[src/rtl/cpu_pkg.sv]
// Shared simpleCPU encodings: opcode enums, instruction field positions and the
// write-back decode helper used by the post-execute pipeline.
package cpu_pkg;

  localparam int CPU_DATA_W = 16;
  localparam int CPU_REG_AW = 3;
  localparam logic [CPU_DATA_W-1:0] CPU_NOP = 16'h0000;

  // Instruction field positions.
  localparam int OP1_LO = 14;
  localparam int OP2_LO = 11;
  localparam int OP3_LO = 4;
  localparam int RA_LO  = 11;
  localparam int RB_LO  = 8;

  typedef enum logic [1:0] {
    OP1_LD  = 2'b00,
    OP1_ST  = 2'b01,
    OP1_IMM = 2'b10,
    OP1_ALU = 2'b11
  } op1_e;

  typedef enum logic [3:0] {
    OP3_ADD  = 4'b0000,
    OP3_SUB  = 4'b0001,
    OP3_AND  = 4'b0010,
    OP3_OR   = 4'b0011,
    OP3_XOR  = 4'b0100,
    OP3_CMP  = 4'b0101,
    OP3_MOV  = 4'b0110,
    OP3_RSV7 = 4'b0111,
    OP3_SHL  = 4'b1000,
    OP3_SHR  = 4'b1001,
    OP3_ROL  = 4'b1010,
    OP3_ROR  = 4'b1011,
    OP3_IN   = 4'b1100,
    OP3_OUT  = 4'b1101,
    OP3_RSVE = 4'b1110,
    OP3_RSVF = 4'b1111
  } op3_e;

  // Immediate-class op2 values that produce an Rb result.
  localparam logic [2:0] OP2_IMM_WR_MAX = 3'b010;

  typedef struct packed {
    logic rawf;
    logic rbwf;
  } wflags_t;

  // ALU-class instructions write Rb unless they only set flags, drive the
  // output port, or are reserved encodings.
  function automatic logic op3_writes_rb(input logic [3:0] op3);
    case (op3_e'(op3))
      OP3_CMP, OP3_OUT, OP3_RSV7, OP3_RSVE, OP3_RSVF: return 1'b0;
      default:                                        return 1'b1;
    endcase
  endfunction

endpackage

[src/rtl/instr_wflag_dec.sv]
// Register-file write-flag decode for one pipeline stage: instr -> {rawf, rbwf}.
// rawf marks a load into Ra, rbwf marks an Rb result; never both.
module instr_wflag_dec
  import cpu_pkg::*;
#(
  parameter logic [CPU_DATA_W-1:0] NOP_INSTR = CPU_NOP
) (
  input  logic [CPU_DATA_W-1:0] instr,
  output logic                  rawf,
  output logic                  rbwf
);

  logic [1:0] op1;
  logic [2:0] op2;
  logic [3:0] op3;
  wflags_t    flags;

  assign op1 = instr[OP1_LO +: 2];
  assign op2 = instr[OP2_LO +: 3];
  assign op3 = instr[OP3_LO +: 4];

  // NOTE: flags gets a default before the case so no branch can infer a latch.
  always_comb begin
    flags = '0;
    case (op1_e'(op1))
      OP1_LD:  flags.rawf = (instr != NOP_INSTR);
      OP1_IMM: flags.rbwf = (op2 <= OP2_IMM_WR_MAX);
      OP1_ALU: flags.rbwf = op3_writes_rb(op3);
      default: flags      = '0;
    endcase
  end

  assign rawf = flags.rawf;
  assign rbwf = flags.rbwf;

endmodule

[src/rtl/writeback_pipeline.sv]
// MEM (stage 1) / WB (stage 2) pipeline of the simpleCPU with load-data skid and
// register-file write ports. Optional retired-instruction counter: WBP_PERF_CNT_EN.
module writeback_pipeline
  import cpu_pkg::*;
#(
  parameter int                DATA_W    = CPU_DATA_W,
  parameter int                REG_AW    = CPU_REG_AW,
  parameter logic [DATA_W-1:0] NOP_INSTR = CPU_NOP
) (
  input  logic              clk,
  input  logic              rst,
  input  logic [DATA_W-1:0] ex_instr,
  input  logic [DATA_W-1:0] ex_rbdata,
  input  logic              hold_i,
  input  logic              flush_i,
  input  logic [DATA_W-1:0] mem_rdata,
  output logic [DATA_W-1:0] instr1,
  output logic [DATA_W-1:0] ALUd1,
  output logic [DATA_W-1:0] memoryd1,
  output logic              rawf1,
  output logic              rbwf1,
  output logic [DATA_W-1:0] instr2,
  output logic [DATA_W-1:0] ALUd2,
  output logic [DATA_W-1:0] memoryd2,
  output logic              rawf2,
  output logic              rbwf2,
  output logic              rf_wea,
  output logic [REG_AW-1:0] rf_waa,
  output logic [DATA_W-1:0] rf_wda,
  output logic              rf_web,
  output logic [REG_AW-1:0] rf_wab,
  output logic [DATA_W-1:0] rf_wdb
`ifdef WBP_PERF_CNT_EN
  ,
  output logic [15:0]       retired_cnt
`endif
);

  logic [DATA_W-1:0] instr1_q, instr1_d;
  logic [DATA_W-1:0] alud1_q, alud1_d;
  logic [DATA_W-1:0] instr2_q, instr2_d;
  logic [DATA_W-1:0] alud2_q, alud2_d;
  logic [DATA_W-1:0] memd2_q, memd2_d;
  logic [DATA_W-1:0] skid_q, skid_d;
  logic              skid_valid_q, skid_valid_d;

  logic              rawf1_w, rbwf1_w, rawf2_w, rbwf2_w;
  logic [DATA_W-1:0] memd1_w;
  logic              advance;

  instr_wflag_dec #(.NOP_INSTR(NOP_INSTR)) u_dec_s1 (
    .instr (instr1_q),
    .rawf  (rawf1_w),
    .rbwf  (rbwf1_w)
  );

  instr_wflag_dec #(.NOP_INSTR(NOP_INSTR)) u_dec_s2 (
    .instr (instr2_q),
    .rawf  (rawf2_w),
    .rbwf  (rbwf2_w)
  );

  assign advance = ~hold_i;

  // Load data is only presented for one cycle; a held load replays it from the skid.
  assign memd1_w = skid_valid_q ? skid_q : mem_rdata;

  always_comb begin
    instr1_d     = instr1_q;
    alud1_d      = alud1_q;
    instr2_d     = instr2_q;
    alud2_d      = alud2_q;
    memd2_d      = memd2_q;
    skid_d       = skid_q;
    skid_valid_d = skid_valid_q;

    if (advance) begin
      instr2_d     = instr1_q;
      alud2_d      = alud1_q;
      memd2_d      = memd1_w;
      instr1_d     = flush_i ? NOP_INSTR : ex_instr;
      alud1_d      = flush_i ? '0 : ex_rbdata;
      skid_valid_d = 1'b0;
    end else if (rawf1_w && !skid_valid_q) begin
      skid_d       = mem_rdata;
      skid_valid_d = 1'b1;
    end
  end

  // NOTE: sequential state uses non-blocking assignments so every flop samples pre-edge values.
  always_ff @(posedge clk) begin
    if (rst) begin
      instr1_q     <= NOP_INSTR;
      alud1_q      <= '0;
      instr2_q     <= NOP_INSTR;
      alud2_q      <= '0;
      memd2_q      <= '0;
      skid_q       <= '0;
      skid_valid_q <= 1'b0;
    end else begin
      instr1_q     <= instr1_d;
      alud1_q      <= alud1_d;
      instr2_q     <= instr2_d;
      alud2_q      <= alud2_d;
      memd2_q      <= memd2_d;
      skid_q       <= skid_d;
      skid_valid_q <= skid_valid_d;
    end
  end

  assign instr1   = instr1_q;
  assign ALUd1    = alud1_q;
  assign memoryd1 = memd1_w;
  assign rawf1    = rawf1_w;
  assign rbwf1    = rbwf1_w;
  assign instr2   = instr2_q;
  assign ALUd2    = alud2_q;
  assign memoryd2 = memd2_q;
  assign rawf2    = rawf2_w;
  assign rbwf2    = rbwf2_w;

  // Gating with hold makes a stalled instruction write only in its release cycle.
  assign rf_wea = rawf2_w & advance;
  assign rf_waa = instr2_q[RA_LO +: REG_AW];
  assign rf_wda = memd2_q;
  assign rf_web = rbwf2_w & advance;
  assign rf_wab = instr2_q[RB_LO +: REG_AW];
  assign rf_wdb = alud2_q;

`ifdef WBP_PERF_CNT_EN
  logic [15:0] retired_q, retired_d;

  always_comb begin
    retired_d = retired_q;
    if (advance && instr2_q != NOP_INSTR) begin
      retired_d = retired_q + 16'd1;
    end
  end

  always_ff @(posedge clk) begin
    if (rst) begin
      retired_q <= '0;
    end else begin
      retired_q <= retired_d;
    end
  end

  assign retired_cnt = retired_q;
`endif

endmodule

[config.mk]
export PLATFORM = sky130hd
export DESIGN_NAME = writeback_pipeline
export DESIGN_NICKNAME = d
export VERILOG_FILES = /design/src/rtl/cpu_pkg.sv /design/src/rtl/instr_wflag_dec.sv /design/src/rtl/writeback_pipeline.sv
export SDC_FILE = /design/constraint.sdc
export NUM_CORES = 1
export LEC_CHECK = 0
export BUFFER_PORTS_ARGS = -buffer_cell sky130_fd_sc_hd__buf_4
export CAP_MARGIN = 5
export CORE_MARGIN = 2
export CORE_UTILIZATION = 25
export DETAILED_ROUTE_END_ITERATION = 10
export GPL_TIMING_DRIVEN = 0
export HOLD_SLACK_MARGIN = 0.03
export PLACE_DENSITY = 0.51
export SLEW_MARGIN = 20
export SYNTH_ARGS = -nofsm -noshare
export SYNTH_HDL_FRONTEND = slang
export SYNTH_SLANG_ARGS = --single-unit
[constraint.sdc]
create_clock -name clk -period 2.05 [get_ports clk]
set_input_delay 0.41 -clock clk [delete_from_list [all_inputs] [get_ports clk]]
set_output_delay 0.41 -clock clk [all_outputs]
set_load 0.05 [all_outputs]
-- After elaboration in Yosys (flattened, before gate mapping)
Cells that the tools add are included.
- latch bits: 0
- logic and storage cells: 45
- output and inout bits: 140
- flip-flop bits (word level): 97
- ROM bits: 0
- memories: 0
- input bits: 52
- RAM bits: 0
- multiplexer cells: 9
- shifts and indexed selects: 0
- $mul: 0
- div/mod/pow operators: 0
- bitwise operators: 3
- eq/ne operators: 14
- add/sub/neg operators: 0
- reductions and logical operators: 10
- order comparisons: 2
- operators by type and width (cell ; number):
    16-bit 2-to-1 mux ; 3
    16-bit nonzero test ; 2
    4-bit equality test (second input constant) ; 6
    4-bit by 3-bit equality test with 1-bit output (second input constant) ; 4
    5-bit OR reduction ; 2
    2-bit equality test (second input constant) ; 4
    3-bit by 2-bit less-or-equal comparator with 1-bit output (second input constant) ; 2
    2-bit logical NOT ; 2
    1-bit 2-to-1 mux ; 4
    1-bit case mux with 2 select lines ; 2
    1-bit bitwise AND ; 2
    2-bit AND reduction ; 1
    2-bit OR reduction ; 1
    1-bit logical AND ; 1
    1-bit logical NOT ; 1
    1-bit inverter ; 1

-- Longest topological paths before layout
Gate-level depths: netlist of run 1.
- depth after elaboration: 5
- gate-level depth with buffers: 5
- depth with buffers taken out: 4

-- Cells and area by module
A second synthesis of run 1 with hierarchy kept.
- cells, all modules: 448
- area total of the unflattened synthesis: 4438.0 um^2
- by module, submodules not included (module ; area an instance (um^2) ; cells each ; sequential area each (um^2) ; times used):
    writeback_pipeline ; 4317.9 ; 428 ; 1941.9 ; 1
    instr_wflag_dec ; 60.1 ; 10 ; 0.0 ; 2

-- Worst setup path after synthesis of run 1
OpenSTA, ideal clock, no wires.
- path type: register to output
- start point: register instr2_q[5], in the netlist instr2[5]
- end point: output port rf_wea
- path buffers: 0
- required time: 1.640 ns
- slack: -1.260 ns
- stages on the path, launching flop included: 5
- data arrival time: 2.900 ns
- cell sequence: dfxtp_1 > nor4_1 > nand4_1 > nor3b_1 > nor2b_1
- longest elaborated chain between the ends: 3
- RTL lines (item ; RTL line ; RTL):
    start, declared ; writeback_pipeline.sv:41 ; logic [DATA_W-1:0] instr2_q, instr2_d;
    start signal, assigned ; writeback_pipeline.sv:103 ; instr2_q <= instr2_d;
    16-bit nonzero test ; instr_wflag_dec.sv:26 ; OP1_LD: flags.rawf = (instr != NOP_INSTR);
    1-bit 2-to-1 mux ; instr_wflag_dec.sv:25 ; case (op1_e'(op1))
    named net rawf2 ; writeback_pipeline.sv:25 ; output logic rawf2,
    1-bit bitwise AND ; writeback_pipeline.sv:123 ; assign rf_wea = rawf2_w & advance;
    end, declared ; writeback_pipeline.sv:27 ; output logic rf_wea,
The timed path passes the listed nets, and every way through them passes these cells.

-- Worst setup path after layout of run 1
- start point: register instr2_q[9], in the netlist instr2[9]
- end point: output port rf_wea
- longest elaborated chain between the ends: 3
- RTL lines (item ; RTL line):
    16-bit nonzero test ; instr_wflag_dec.sv:26
    1-bit 2-to-1 mux ; instr_wflag_dec.sv:25
    1-bit bitwise AND ; writeback_pipeline.sv:123
No other way between the ends.

==> results of run 1 <==
through the flow:
| step | hold slack [ps] | setup WS [ps] | cells | setup TNS [ps] |
|---|---|---|---|---|
| 6_report | 271 | 48.3 | 817 | 0 |
| 5_1_grt | 260 | -11.1 | 817 | -20.5 |
| 4_1_cts | 255 | 0.354 | 817 | 0 |
| 3_5_place_dp | 463 | -29.5 | 802 | -154 |
| 3_3_place_gp | 458 | 53.4 | 802 | 0 |
| 2_1_floorplan | 445 | -149 | 396 | -149 |
worst reg2reg max path: stages, from the launching register on:
cell     delay, ps
dfxtp_1        440
nor4_4          80
and4_4         230
nor4_4         590
buf_6          270
mux2i_1        200
cells by family after synthesis:
| family | Yosys count |
|---|---|
| AO/OA/AOI/OAI | 41 |
| buffers and inverters | 64 |
| flip-flops | 97 |
| multiplexers | 64 |
| AND/OR/NAND/NOR | 130 |
layer usage:
metal,up-vias,share of wire (%),global-route usage (%),wire [um]
met1,1609,46,17.8,5550
met5,-,0,0,0
met2,108,47,22.8,5630
met3,13,5.7,3.51,687
li1,1722,-,-,-
met4,0,1.8,5.68,221
how the worst max path moves through the flow:
stage | slack (ps) | cells after the start | end
CTS | 0.4 | 5 | rf_wea
detailed placement | -30 | 4 | instr2[0]$_SDFFE_PP0N_
finish | 50 | 5 | rf_wea
global route | -10 | 5 | rf_wea
floorplan | -150 | 4 | rf_wea
global placement | 50 | 4 | ALUd1[11]$_SDFFE_PP0N_
placed cells by master (no fill, tap or decap), drive strengths merged:
| master | Yosys | final |
|---|---|---|
| nor2b | 19 | 19 |
| nor4 | 7 | 7 |
| nand4 | 1 | 1 |
| nand2b | 13 | 13 |
| nor2 | 50 | 50 |
| o21ai | 2 | 2 |
| clkinv | 0 | 3 |
| a31oi | 2 | 2 |
| a22o | 32 | 32 |
| buf | 47 | 236 |
| a21o | 2 | 2 |
| nor3 | 18 | 18 |
| o21a | 1 | 1 |
| mux2i | 48 | 48 |
| and4 | 1 | 1 |
| or2b | 20 | 20 |
| mux2 | 16 | 16 |
| a21oi | 2 | 2 |
| clkbuf | 17 | 28 |
| nor3b | 1 | 1 |
| dfxtp | 97 | 97 |
| bufinv | 0 | 2 |
state kept, by name (all words and copies together), names as in the netlist:
signal	flops
instr1	16
memoryd2	16
ALUd2	16
skid_valid_q	1
skid_q	16
ALUd1	16
instr2	16
what timing repair did:
| action | 4_1_cts | 5_1_grt |
|---|---|---|
| buffers inserted | 0 | 0 |
| pin swaps | 0 | 2 |
| hold buffers | 0 | 0 |
| resized for setup | 6 | 4 |
| endpoints found under the setup margin | 12 | 3 |
power by group:
group	internal, W	switching [W]
registers	0.00198	0.0000806
clock network	0.00110	0.000730
logic	0.000455	0.000763
cell type report:
| cell class | instances | area [um^2] |
|---|---|---|
| plain buffers | 63 | 402 |
| clock buffers | 11 | 243 |
| clock inverters | 5 | 78.8 |
| fillers | 1603 | 9680 |
| multi-input cells | 235 | 1830 |
| flip-flops and latches | 97 | 1960 |
| well taps | 216 | 270 |
| repair buffers | 190 | 1430 |
==> flow_metrics.tcl, run 1 <==
set metrics [dict create \
    synthDistinctLibCells 27 \
    synth.area.top_cells "dfxtp_1, mux2i_1, buf_4" \
    dpl.hpwl_mm 9.33 \
    clkSinkCount 97 \
    maxSlewHeadroom_pct 51.2 \
    synthXorXnorAreaFrac_pct 0 \
    rr_worst_depth 5 \
    cp_num_buf_inv 1 \
    power_w 0.00511 \
    path_clk_slew_ps 70 \
    synthAdderAreaFrac_pct 0 \
    syn_area_um2 4060 \
    dieArea_um2 17300 \
    yosysTopAreaCellShare_pct 47.9 \
    antenna_cells 0 \
    synth_cells 396 \
    postRouteWirelength_mm 12.1 \
    synth_edf_count 0 \
    hold_path_startpoint "ex_rbdata[10]" \
    die_h_um 131 \
    drv_cap 0 \
    clk_path_buf_depth 2 \
    grt_max_degree 19 \
    io_pins 192 \
    synthFlopType "dfxtp_1" \
    ir_drop_mv 0.424 \
    skew_ps 5.40 \
    crit_slowest_cell "dfxtp_2" \
    antenna_found_initial 0 \
    wire_per_inst_um 14.8 \
    cp_top_family "simple AND/OR/NAND/NOR gates" \
    drive_gt1_share_pct 47.3 \
    synth_area_per_cell_um2 10.2 \
    synth_top_family_by_area "simple AND/OR/NAND/NOR gates" \
    startpoint_type "flop" \
    netlist_top_cells_count "dfxtp_1, nor2_1, mux2i_1" \
    yosysSeqAreaShare_pct 47.9 \
    grt_first_pass_wirelength_mm 19.4 \
    rows 46 \
    max_freq_mhz 500 \
    cts_tree "built" \
    yosysMostFrequentCell "dfxtp_1" \
    synth_top_cell_by_area "dfxtp_1" \
    async_reset_ff_share_pct 0 \
    synth_nets 448 \
    routabilityCongestion 0.737 \
    drc_errors 0 \
    tightest_slew_ps 733 \
    start_util_pct 25.5 \
    antenna_left 0 \
    rsz0062_at_grt "yes" \
    cts_buffers 9 \
    fin_area_um2 6210 \
    worstSetupPathType "flop to output port" \
    area_delta_synth_final_pct 53.0 \
    endpoint_kind "output port" \
    synth_mux_area_share_pct 16.3 \
    worstPathMaxFanout 4 \
    min_path_cells 2 \
    yosys_warnings 0 \
    pwr_density_cell_nw_per_um2 823 \
    required_ps 1640 \
    final.period_utilization_pct 97.6 \
    rrSetupSlack_ps 180 \
    clk_latency_ps 340 \
    port_buffers 190 \
    num_vias 3452 \
    synth_compound_area_share_pct 8.29 \
    rr_endpoint "skid_q[9]$_SDFFE_PP0P_" \
    grt_usage_pct 14.0 \
    hold_viol 0 \
    core_um2 15900 \
    arrival_ps 1590 \
    status "finished clean" \
    htree_levels 3 \
    period_minus_slack_ps 2000 \
    maxSlewViolCount 0 \
    placed_area_um2 5830 \
    crit_start "instr2[9]$_SDFFE_PP0N_" \
    die_width_um 131 \
    grt_pass1_vias 3539 \
    p_leak_nw 2.93 \
    synthSimpleGateAreaFrac_pct 17.5 \
    crit_chain "nor4_4 -> nand4_1 -> nor3b_4 -> nor2b_4 -> buf_6" \
    nets 648 \
    finalSetupViolations 0 \
    holdPathEnd "ALUd1[10]$_SDFFE_PP0N_" \
    ys_ff_latch 97 \
    grt_remaining_overflow 0 \
    viasPerCell 4.23 \
    drt_first_pass_iters 4 \
    cts_root_buffer "clkbuf_16" \
    worstReg2RegStart "instr1[10]$_SDFFE_PP0N_" \
    cp_slowest_stage_delay_ps 350 \
    utilization_pct 39.1 \
    drtIter0Drc 103 \
    holdCritPathClass "input port to flop" \
]
No activity file was read; power rests on OpenSTA's default activity.
==> run 2, diff against run 1 <==
- CORE_ASPECT_RATIO: default -> 1.4
==> flow_metrics.tcl, run 2 (synthesized netlist as in run 1, its figures left out) <==
set metrics [dict create \
    grt_max_degree 19 \
    nets 648 \
    rows 55 \
    cts_buffers 9 \
    power_w 0.00496 \
    skew_ps 11.2 \
    cp_num_buf_inv 1 \
    port_buffers 190 \
    tightest_slew_ps 864 \
    maxSlewHeadroom_pct 42.0 \
    endpoint_kind "output port" \
    maxSlewViolCount 0 \
    postRouteWirelength_mm 12.1 \
    startpoint_type "flop" \
    area.sequential_um2 1960 \
    routabilityCongestion 0.740 \
    hold_viol 0 \
    utilization_pct 38.4 \
    pwr_density_cell_nw_per_um2 804 \
    path_clk_slew_ps 70 \
    holdPathEnd "instr1[8]$_SDFFE_PP0N_" \
    max_freq_mhz 495 \
    clkSinkCount 97 \
    post-place-cells 785 \
    grt_first_pass_wirelength_mm 18.9 \
    grt_usage_pct 13.7 \
    period_minus_slack_ps 2020 \
    worstSetupPathType "flop to output port" \
    dpl.hpwl_mm 9.43 \
    rrSetupSlack_ps 240 \
    fillers 1657 \
    antenna_found_initial 0 \
    drv_cap 0 \
    core_um2 16000 \
    wire_per_inst_um 15.1 \
    holdCritPathClass "input port to flop" \
    final.period_utilization_pct 98.6 \
    dieArea_um2 17300 \
    worstSetupPathDepth 5 \
    htree_levels 3 \
    io_pins 192 \
    drive_gt1_share_pct 47.6 \
    clk_latency_ps 340 \
    cp_slowest_stage_delay_ps 340 \
    crit_slowest_cell "dfxtp_2" \
    fin_setup_tns_ps 0 \
    ir_drop_mv 0.438 \
    antenna_cells 0 \
    cts_root_buffer "clkbuf_16" \
    num_vias 3499 \
    grt_remaining_overflow 0 \
    clk_path_buf_depth 2 \
    rr_endpoint "skid_q[8]$_SDFFE_PP0P_" \
    crit_chain "nor4_4 -> nand4_1 -> nor3b_4 -> nor2b_4 -> buf_6" \
    multi_input_area_um2 1830 \
    status "finished clean" \
    fin_cells 800 \
    finalSetupViolations 0 \
    cp_top_family "simple AND/OR/NAND/NOR gates" \
    viasPerCell 4.37 \
    postCtsSetupBuffers 0 \
    required_ps 1640 \
    worstReg2RegStart "instr1[4]$_SDFFE_PP0N_" \
    die_width_um 112 \
    grt_pass1_vias 3497 \
    cts_tree "built" \
    hold_path_startpoint "ex_instr[8]" \
    die_h_um 155 \
    drc_errors 0 \
    postCtsHoldBufs 0 \
    drt_first_pass_iters 4 \
    min_path_cells 2 \
    drtIter0Drc 107 \
    final_common_cell "buf_4" \
    area_delta_synth_final_pct 51.9 \
    rsz0062_at_grt "yes" \
    most-common-layout-cells "buf_4, dfxtp_1, nor2_1" \
    worstPathMaxFanout 3 \
    antenna_left 0 \
    arrival_ps 1610 \
    p_leak_nw 2.91 \
    start_util_pct 25.3 \
    whs_ps 273 \
    rr_worst_depth 5 \
]
[run 2: through the flow]
step | setup slack, ps | cell area, um^2
after floorplan | -149 | 4130
after global placement | -124 | 5810
after detailed placement | -117 | 5810
after CTS | -75.2 | 6130
after global routing | -64.1 | 6160
final | 28.4 | 6160
[run 2: worst max-delay path by stage]
stage                                 startpoint                      to
after floorplan           instr2[1]$_SDFFE_PP0N_                  rf_wea
after global routing      instr2[0]$_SDFFE_PP0N_                  rf_wea
after CTS                 instr2[1]$_SDFFE_PP0N_                  rf_wea
after global placement                       rst  ALUd1[11]$_SDFFE_PP0N_
after detailed placement                     rst  ALUd1[12]$_SDFFE_PP0N_
final                     instr2[0]$_SDFFE_PP0N_                  rf_wea
[run 2: area by class of cell]
cell class	count	share of cell area [%]
sequential	97	31.8
multi-input combinational	235	29.6
timing repair buffer	190	23.2
buffer	63	6.52
tap	199	4.04
clock buffer	11	3.78
clock inverter	5	1.04
[run 2: metal layers]
| layer | part of all wire (%) | track usage, % | vias up |
|---|---|---|---|
| met5 | 0 | 0 | - |
| met4 | 1.4 | 4.59 | 0 |
| met3 | 4.5 | 2.82 | 7 |
| met2 | 54 | 25.2 | 95 |
| met1 | 40 | 15.6 | 1678 |
| li1 | - | - | 1719 |
[run 2: report_power, final]
part           leakage (nW)  internal, W  switching [W]
Sequential            0.799      0.00198      0.0000809
Clock                 0.140     0.000956       0.000732
Combinational          1.97     0.000453       0.000759
[run 2: what timing repair did]
item                       in CTS  in global routing
hold endpoints to repair        0                  0
setup endpoints to repair      12                  3
gates resized for setup         5                  7
pin swaps                       0                  4
